$ cat src/rtl/uc_pkg.sv
// Shared definitions for the program-fetch slice: datapath widths, the
// loader state encoding and the length-assembly helper.
package uc_pkg;

  localparam int PC_W    = 12;
  localparam int INSTR_W = 16;
  localparam int LEN_W   = 13;

  localparam logic [INSTR_W-1:0] NOP_WORD = 16'h0000;

  typedef enum logic [2:0] {
    BL_IDLE    = 3'd0,
    BL_LEN_HI  = 3'd1,
    BL_LEN_LO  = 3'd2,
    BL_DATA_HI = 3'd3,
    BL_DATA_LO = 3'd4
  } boot_state_e;

  // Word count is big-endian; only the low 13 bits of the 16-bit field matter.
  function automatic logic [LEN_W-1:0] boot_len(input logic [4:0] hi,
                                                input logic [7:0] lo);
    return {hi, lo};
  endfunction

endpackage

$ cat src/rtl/boot_loader.sv
// Bootstrap loader: receives a length-prefixed byte stream over valid/ready
// and turns it into 16-bit program-memory writes.
module boot_loader
  import uc_pkg::*;
#(
  parameter int MEM_DEPTH = 256,
  parameter int AW        = 8
) (
  input  logic               clk,
  input  logic               arst,
  input  logic               boot_start,
  input  logic [7:0]         boot_data,
  input  logic               boot_valid,
  output logic               boot_ready,
  output logic               bootstrapping,
  output logic               boot_done,
  output logic               boot_err,
  output logic               wr_en,
  output logic [AW-1:0]      wr_addr,
  output logic [INSTR_W-1:0] wr_data,
  output logic               pc_clear
);

  localparam logic [LEN_W-1:0] DEPTH_LEN = LEN_W'(MEM_DEPTH);

  boot_state_e      state_q, state_d;
  logic [LEN_W-1:0] len_q, len_d;
  logic [LEN_W-1:0] addr_q, addr_d;
  logic [7:0]       hi_q, hi_d;
  logic             ready_q, ready_d;
  logic             busy_q, busy_d;
  logic             done_q, done_d;
  logic             err_q, err_d;
  logic             accept_s;
  logic [LEN_W-1:0] len_rx_s;
  logic [LEN_W-1:0] addr_inc_s;

  assign accept_s   = boot_valid & ready_q;
  assign len_rx_s   = boot_len(len_q[LEN_W-1:8], boot_data);
  assign addr_inc_s = addr_q + 13'd1;

  // Writes are issued on the accepting edge itself so the word is readable next cycle.
  assign wr_addr = addr_q[AW-1:0];
  assign wr_data = {hi_q, boot_data};

  assign boot_ready    = ready_q;
  assign bootstrapping = busy_q;
  assign boot_done     = done_q;
  assign boot_err      = err_q;

  // Next-state, counter and strobe logic for the loader FSM.
  always_comb begin
    state_d  = state_q;
    len_d    = len_q;
    addr_d   = addr_q;
    hi_d     = hi_q;
    err_d    = err_q;
    done_d   = 1'b0;
    wr_en    = 1'b0;
    pc_clear = 1'b0;
    case (state_q)
      BL_IDLE: begin
        if (boot_start) begin
          state_d = BL_LEN_HI;
          err_d   = 1'b0;
        end else begin
          state_d = BL_IDLE;
        end
      end
      BL_LEN_HI: begin
        if (accept_s) begin
          len_d   = {boot_data[4:0], 8'h00};
          state_d = BL_LEN_LO;
        end else begin
          state_d = BL_LEN_HI;
        end
      end
      BL_LEN_LO: begin
        if (accept_s) begin
          len_d = len_rx_s;
          if (len_rx_s > DEPTH_LEN) begin
            err_d   = 1'b1;
            state_d = BL_IDLE;
          end else if (len_rx_s == 13'd0) begin
            done_d   = 1'b1;
            pc_clear = 1'b1;
            state_d  = BL_IDLE;
          end else begin
            addr_d  = 13'd0;
            state_d = BL_DATA_HI;
          end
        end else begin
          state_d = BL_LEN_LO;
        end
      end
      BL_DATA_HI: begin
        if (accept_s) begin
          hi_d    = boot_data;
          state_d = BL_DATA_LO;
        end else begin
          state_d = BL_DATA_HI;
        end
      end
      BL_DATA_LO: begin
        if (accept_s) begin
          wr_en  = 1'b1;
          addr_d = addr_inc_s;
          if (addr_inc_s == len_q) begin
            done_d   = 1'b1;
            pc_clear = 1'b1;
            state_d  = BL_IDLE;
          end else begin
            state_d = BL_DATA_HI;
          end
        end else begin
          state_d = BL_DATA_LO;
        end
      end
      default: begin
        state_d = BL_IDLE;
      end
    endcase
    ready_d = (state_d != BL_IDLE);
    busy_d  = (state_d != BL_IDLE);
  end

  // Loader state and registered handshake/status outputs.
  always_ff @(posedge clk or posedge arst) begin
    if (arst) begin
      state_q <= BL_IDLE;
      len_q   <= 13'd0;
      addr_q  <= 13'd0;
      hi_q    <= 8'h00;
      ready_q <= 1'b0;
      busy_q  <= 1'b0;
      done_q  <= 1'b0;
      err_q   <= 1'b0;
    end else begin
      state_q <= state_d;
      len_q   <= len_d;
      addr_q  <= addr_d;
      hi_q    <= hi_d;
      ready_q <= ready_d;
      busy_q  <= busy_d;
      done_q  <= done_d;
      err_q   <= err_d;
    end
  end

endmodule

$ cat src/rtl/program_fetch.sv
// Program counter, program memory and fetch mux for the 8-bit core, with the
// bootstrap loader as the only memory writer.
module program_fetch
  import uc_pkg::*;
#(
  parameter int MEM_DEPTH = 256
) (
  input  logic               clk,
  input  logic               arst,
  input  logic               pc_inc,
  input  logic               pc_load,
  input  logic [PC_W-1:0]    pc_next,
  output logic [INSTR_W-1:0] instruction,
  output logic [PC_W-1:0]    pc,
  input  logic               boot_start,
  input  logic [7:0]         boot_data,
  input  logic               boot_valid,
  output logic               boot_ready,
  output logic               bootstrapping,
  output logic               boot_done,
  output logic               boot_err
);

  localparam int AW = (MEM_DEPTH > 1) ? $clog2(MEM_DEPTH) : 1;
  localparam logic [PC_W:0] DEPTH_PC = (PC_W+1)'(MEM_DEPTH);

  logic [INSTR_W-1:0] mem [MEM_DEPTH];
  logic [PC_W-1:0]    pc_q, pc_d;
  logic               wr_en_s;
  logic [AW-1:0]      wr_addr_s;
  logic [INSTR_W-1:0] wr_data_s;
  logic               pc_clear_s;
  logic               pc_in_range_s;

  boot_loader #(
    .MEM_DEPTH (MEM_DEPTH),
    .AW        (AW)
  ) u_boot_loader (
    .clk           (clk),
    .arst          (arst),
    .boot_start    (boot_start),
    .boot_data     (boot_data),
    .boot_valid    (boot_valid),
    .boot_ready    (boot_ready),
    .bootstrapping (bootstrapping),
    .boot_done     (boot_done),
    .boot_err      (boot_err),
    .wr_en         (wr_en_s),
    .wr_addr       (wr_addr_s),
    .wr_data       (wr_data_s),
    .pc_clear      (pc_clear_s)
  );

  // Addresses beyond the implemented depth fetch a NOP rather than aliasing.
  assign pc_in_range_s = ({1'b0, pc_q} < DEPTH_PC);
  assign instruction   = pc_in_range_s ? mem[pc_q[AW-1:0]] : NOP_WORD;
  assign pc            = pc_q;

  // Next PC: loader completion wins, the PC is frozen while loading, load beats increment.
  always_comb begin
    pc_d = pc_q;
    if (pc_clear_s) begin
      pc_d = 12'h000;
    end else if (bootstrapping) begin
      pc_d = pc_q;
    end else if (pc_load) begin
      pc_d = pc_next;
    end else if (pc_inc) begin
      pc_d = pc_q + 12'h001;
    end else begin
      pc_d = pc_q;
    end
  end

  // Program counter register.
  always_ff @(posedge clk or posedge arst) begin
    if (arst) begin
      pc_q <= 12'h000;
    end else begin
      pc_q <= pc_d;
    end
  end

  // Program memory write port; contents survive reset.
  always_ff @(posedge clk) begin
    if (wr_en_s) begin
      mem[wr_addr_s] <= wr_data_s;
    end
  end

endmodule

$ cat config.mk
export PLATFORM = sky130hd
export DESIGN_NAME = program_fetch
export DESIGN_NICKNAME = d
export VERILOG_FILES = /design/src/rtl/uc_pkg.sv /design/src/rtl/boot_loader.sv /design/src/rtl/program_fetch.sv
export SDC_FILE = /design/constraint.sdc
export NUM_CORES = 2
export LEC_CHECK = 0
export BUFFER_PORTS_ARGS = -buffer_cell sky130_fd_sc_hd__buf_4
export CAP_MARGIN = 20
export CORE_MARGIN = 1.5
export CORE_UTILIZATION = 65
export CTS_BUF_LIST = sky130_fd_sc_hd__clkbuf_4
export CTS_CLUSTER_SIZE = 14
export DETAILED_ROUTE_END_ITERATION = 16
export PLACE_DENSITY_LB_ADDON = 0.3
export SLEW_MARGIN = 30
export SYNTH_ARGS = -nofsm -noshare
export SYNTH_HDL_FRONTEND = slang
export SYNTH_SLANG_ARGS = --single-unit
$ cat constraint.sdc
create_clock -name clk -period 4.5 [get_ports clk]
set_input_delay 0 -clock clk [delete_from_list [all_inputs] [get_ports clk]]
set_output_delay 0 -clock clk [all_outputs]
set_load 0.05 [all_outputs]
==> results.json <==
{
  "clockRootBuffer": "clkbuf_4",
  "grt_pass1_vias": 94530,
  "seq_area_frac_synth_pct": 76.38,
  "outcome": "finished with violations",
  "netlist_instances": 8034,
  "tightest_slew_ns": 1.200,
  "critPathMaxFanout": 26,
  "hp-class": "input port to register",
  "start_util_pct": 65.39,
  "htree_levels": 6,
  "finalCriticalPeriod_ns": 5.153,
  "synth_top_area_cell": "edfxtp_1",
  "boundaryPins": 58,
  "areaGrowthSynthToFinish_pct": 15.83,
  "synth_ff_type": "edfxtp_1",
  "worstSkewPairLatency_ns": 1.54,
  "fmax_mhz": 194.1,
  "powerDensity_nw_per_um2": 621.4,
  "wl_mm": 482.7,
  "final_hold_viol_count": 0,
  "holdWs_ns": 0.1464,
  "cts_made_buffers": 961,
  "slowest_delay_ns": 0.84,
  "finClkSkew_ns": 0.1745,
  "setup_viol": 18,
  "dp_slack_ns": 0.04009,
  "power.share.combinational_pct": 35.2,
  "synth-seq-cells": 4148,
  "grt_pass1_wl_mm": 672.3,
  "firstDrtPassIters": 6,
  "coreArea_um2": 248900,
  "vias": 95690,
  "async_reset_ff_share_pct": 1.254,
  "setup_ws_ns": -0.6526,
  "utilization_pct": 75.74,
  "viasPerCell": 7.040,
  "die-area_um2": 253400,
  "drtAntennaViolNets": 0,
  "syn_area_per_cell_um2": 20.26,
  "netSwitchingFraction_pct": 35.17,
  "vdd_drop_max_uv": 508.0,
  "path_buf_inv": 3,
  "p_leak_nw": 64.04,
  "synth.most_common_cell": "edfxtp_1",
  "path_cells": "inv_6 -> nand2_1 -> buf_4 -> a211o_1 -> nand4_1 -> o41ai_4 -> buf_6",
  "grt_overflow": 0,
  "cp_top_family": "compound AO/OA/AOI/OAI gates",
  "grt.total_usage_pct": 37.97,
  "clkSinkCount": 4148,
  "p_int_mw": 75.94,
  "synth_area_leaders": "edfxtp_1 76%, mux4_2 8.7%, mux2i_1 5.2%",
  "grt_max_degree": 207,
  "antenna_found_initial": 22,
  "drv_cap": 0,
  "power_switching_mw": 41.19,
  "cts_tree": "done",
  "synth_edf_count": 4096,
  "clk_pin_slew_worst_paths_ns": 0.07,
  "relSlewSlack_pct": 19.60,
  "drc": 0,
  "clk_path_buf_depth": 4,
  "portBuffers": 57,
  "crit_arrival_ns": 5.15,
  "drive_gt1_share_pct": 33.53,
  "cp_slowest_cell": "o41ai_4",
  "end_kind": "output port",
  "synth_cell_types": 83,
  "clkPwrFrac_pct": 25.2,
  "syn-cell-area_um2": 162700,
  "cp-start-kind": "register",
  "rows": 183,
  "drt_iter0_markers": 16110,
  "ys_top_cells_by_count": "4096 x edfxtp_1, 842 x mux2i_1, 628 x mux4_2",
  "seq_power_share_pct": 39.6,
  "fin_crit_sh_pct": 114.5,
  "die_x_um": 503.4,
  "fin_nets": 9561,
  "wl_per_cell_um": 35.51,
  "violations": "negative setup slack",
  "syn-num-nets": 8065,
  "cp_data_required_time_ns": 4.50,
  "finalMaxSlewViolations": 0,
  "rsz0062_at_grt": "true",
  "synth_top_area_share_pct": 75.58,
  "critPathKind": "register to output port",
  "dp_hpwl_mm": 273.4,
  "yosys_warnings": 0,
  "die_y_um": 503.4,
  "fillerInstances": 12910,
  "gp_congestion": 0.9165
}
[worst paths after layout]
path,cells after the start,from,slack (ns),to
max in group asynchronous,6,arst,3.28,u_boot_loader.hi_q[0]
max,7,pc[4],-0.65,instruction[6]
min in group asynchronous,6,arst,0.49,pc[1]
min,4,boot_data[2],0.15,mem[43][2]
min reg2reg,1,u_boot_loader.len_q[2],0.53,u_boot_loader.len_q[2]
max reg2reg,11,pc[2],-0.12,pc[3]
[final cells by class]
cell class / instances / area, µm² / area share (%)
clock inverters: 286 / 1544 / 0.8191
diodes: 23 / 57.56 / 0.03053
inverters: 10 / 75.07 / 0.03982
repair buffers: 1036 / 11020 / 5.845
clock buffers: 1387 / 10410 / 5.524
flip-flops and latches: 4148 / 124400 / 65.97
multi-input cells: 3373 / 36880 / 19.56
well taps: 3330 / 4167 / 2.210
[placed cells by master (no fill, tap or decap), types with 23 or more instances in the layout]
cell type      count
o221ai_1         281
nor3_1            79
dlygate4sd3_1     90
o22ai_1          200
mux2i_1          839
clkbuf_4        1387
buf_4            710
nand3_1           36
buf_16            53
mux4_2           631
and2_1            24
nor3_2            43
diode_2           23
nand2_1           76
o21ai_0           65
buf_6             43
buf_8             31
o221ai_2          85
dfrtp_1           37
nor2_1           332
a21oi_1          197
buf_12            90
edfxtp_1        4096
clkinv_1         221
[through the flow]
step / TNS [ns] / cells / instance area (µm²) / power, mW
CTS: -5.944 / 13520 / 186900 / 114.0
global placement: -0.2855 / 11660 / 170300 / 80.51
finish: -6.971 / 13590 / 188500 / 117.1
global route: -6.205 / 13580 / 188500 / 119.6
detailed placement: 0 / 11660 / 170400 / 81.33
floorplan: 0 / 8034 / 162700 / 69.01
[power groups by stage]
stage | logic (mW) | registers [mW] | clock network, mW
finish | 41.3 | 46.4 | 29.5
global route | 41.9 | 46.4 | 31.4
CTS | 38.2 | 46.4 | 29.4
detailed placement | 34.0 | 47.4 | 0
global placement | 33.1 | 47.4 | 0
floorplan | 20.6 | 48.4 | 0
[kinds of logic after synthesis]
logic type	after synthesis	synth area share [%]
and+or+nand+nor	758	2.100
adders and majority gates	5	0.03844
muxes	1506	14.27
AOI/OAI and AO/OA	1084	4.729
buffers and inverters	515	2.392
xor gates and xnor gates	18	0.09687
DFF	4148	76.38
[layer usage]
metal	part of all wire [%]	vias up	track usage [%]
li1	-	37400	-
met1	31	47330	48.67
met2	46	9142	56.79
met3	16	1789	12.37
met4	6.8	28	23.76
met5	0.074	-	0.2094
[registers in the layout, summed over array words and instances (netlist names)]
register and cells:
mem 4096, pc 12, u_boot_loader.addr_q 13, u_boot_loader.boot_done 1, u_boot_loader.boot_err 1, u_boot_loader.boot_ready 1
u_boot_loader.hi_q 8, u_boot_loader.len_q 13, u_boot_loader.state_q 3
[what timing repair did]
| item | 4_1_cts | 5_1_grt |
|---|---|---|
| pin swaps | 94 | 93 |
| endpoints found under the hold margin | 2157 | 0 |
| setup buffers | 65 | 43 |
| hold buffers | 98 | 0 |
| gates resized for setup | 401 | 201 |
| endpoints found under the setup margin | 16 | 22 |
| gates cloned | 29 | 3 |
[worst reg2reg max path, stage by stage (launching register included)]
cell and delay (ns):
dfrtp_4 0.60, buf_6 0.48, and3_2 0.41, nor2b_2 0.30, a22oi_1 0.10, dlygate4sd3_1 0.58, nor2_1 0.09, dlygate4sd3_1 0.59
a21oi_1 0.05, dlygate4sd3_1 0.58, nor2_1 0.14, dlygate4sd3_1 0.61
(Power assumes the default switching activity.)
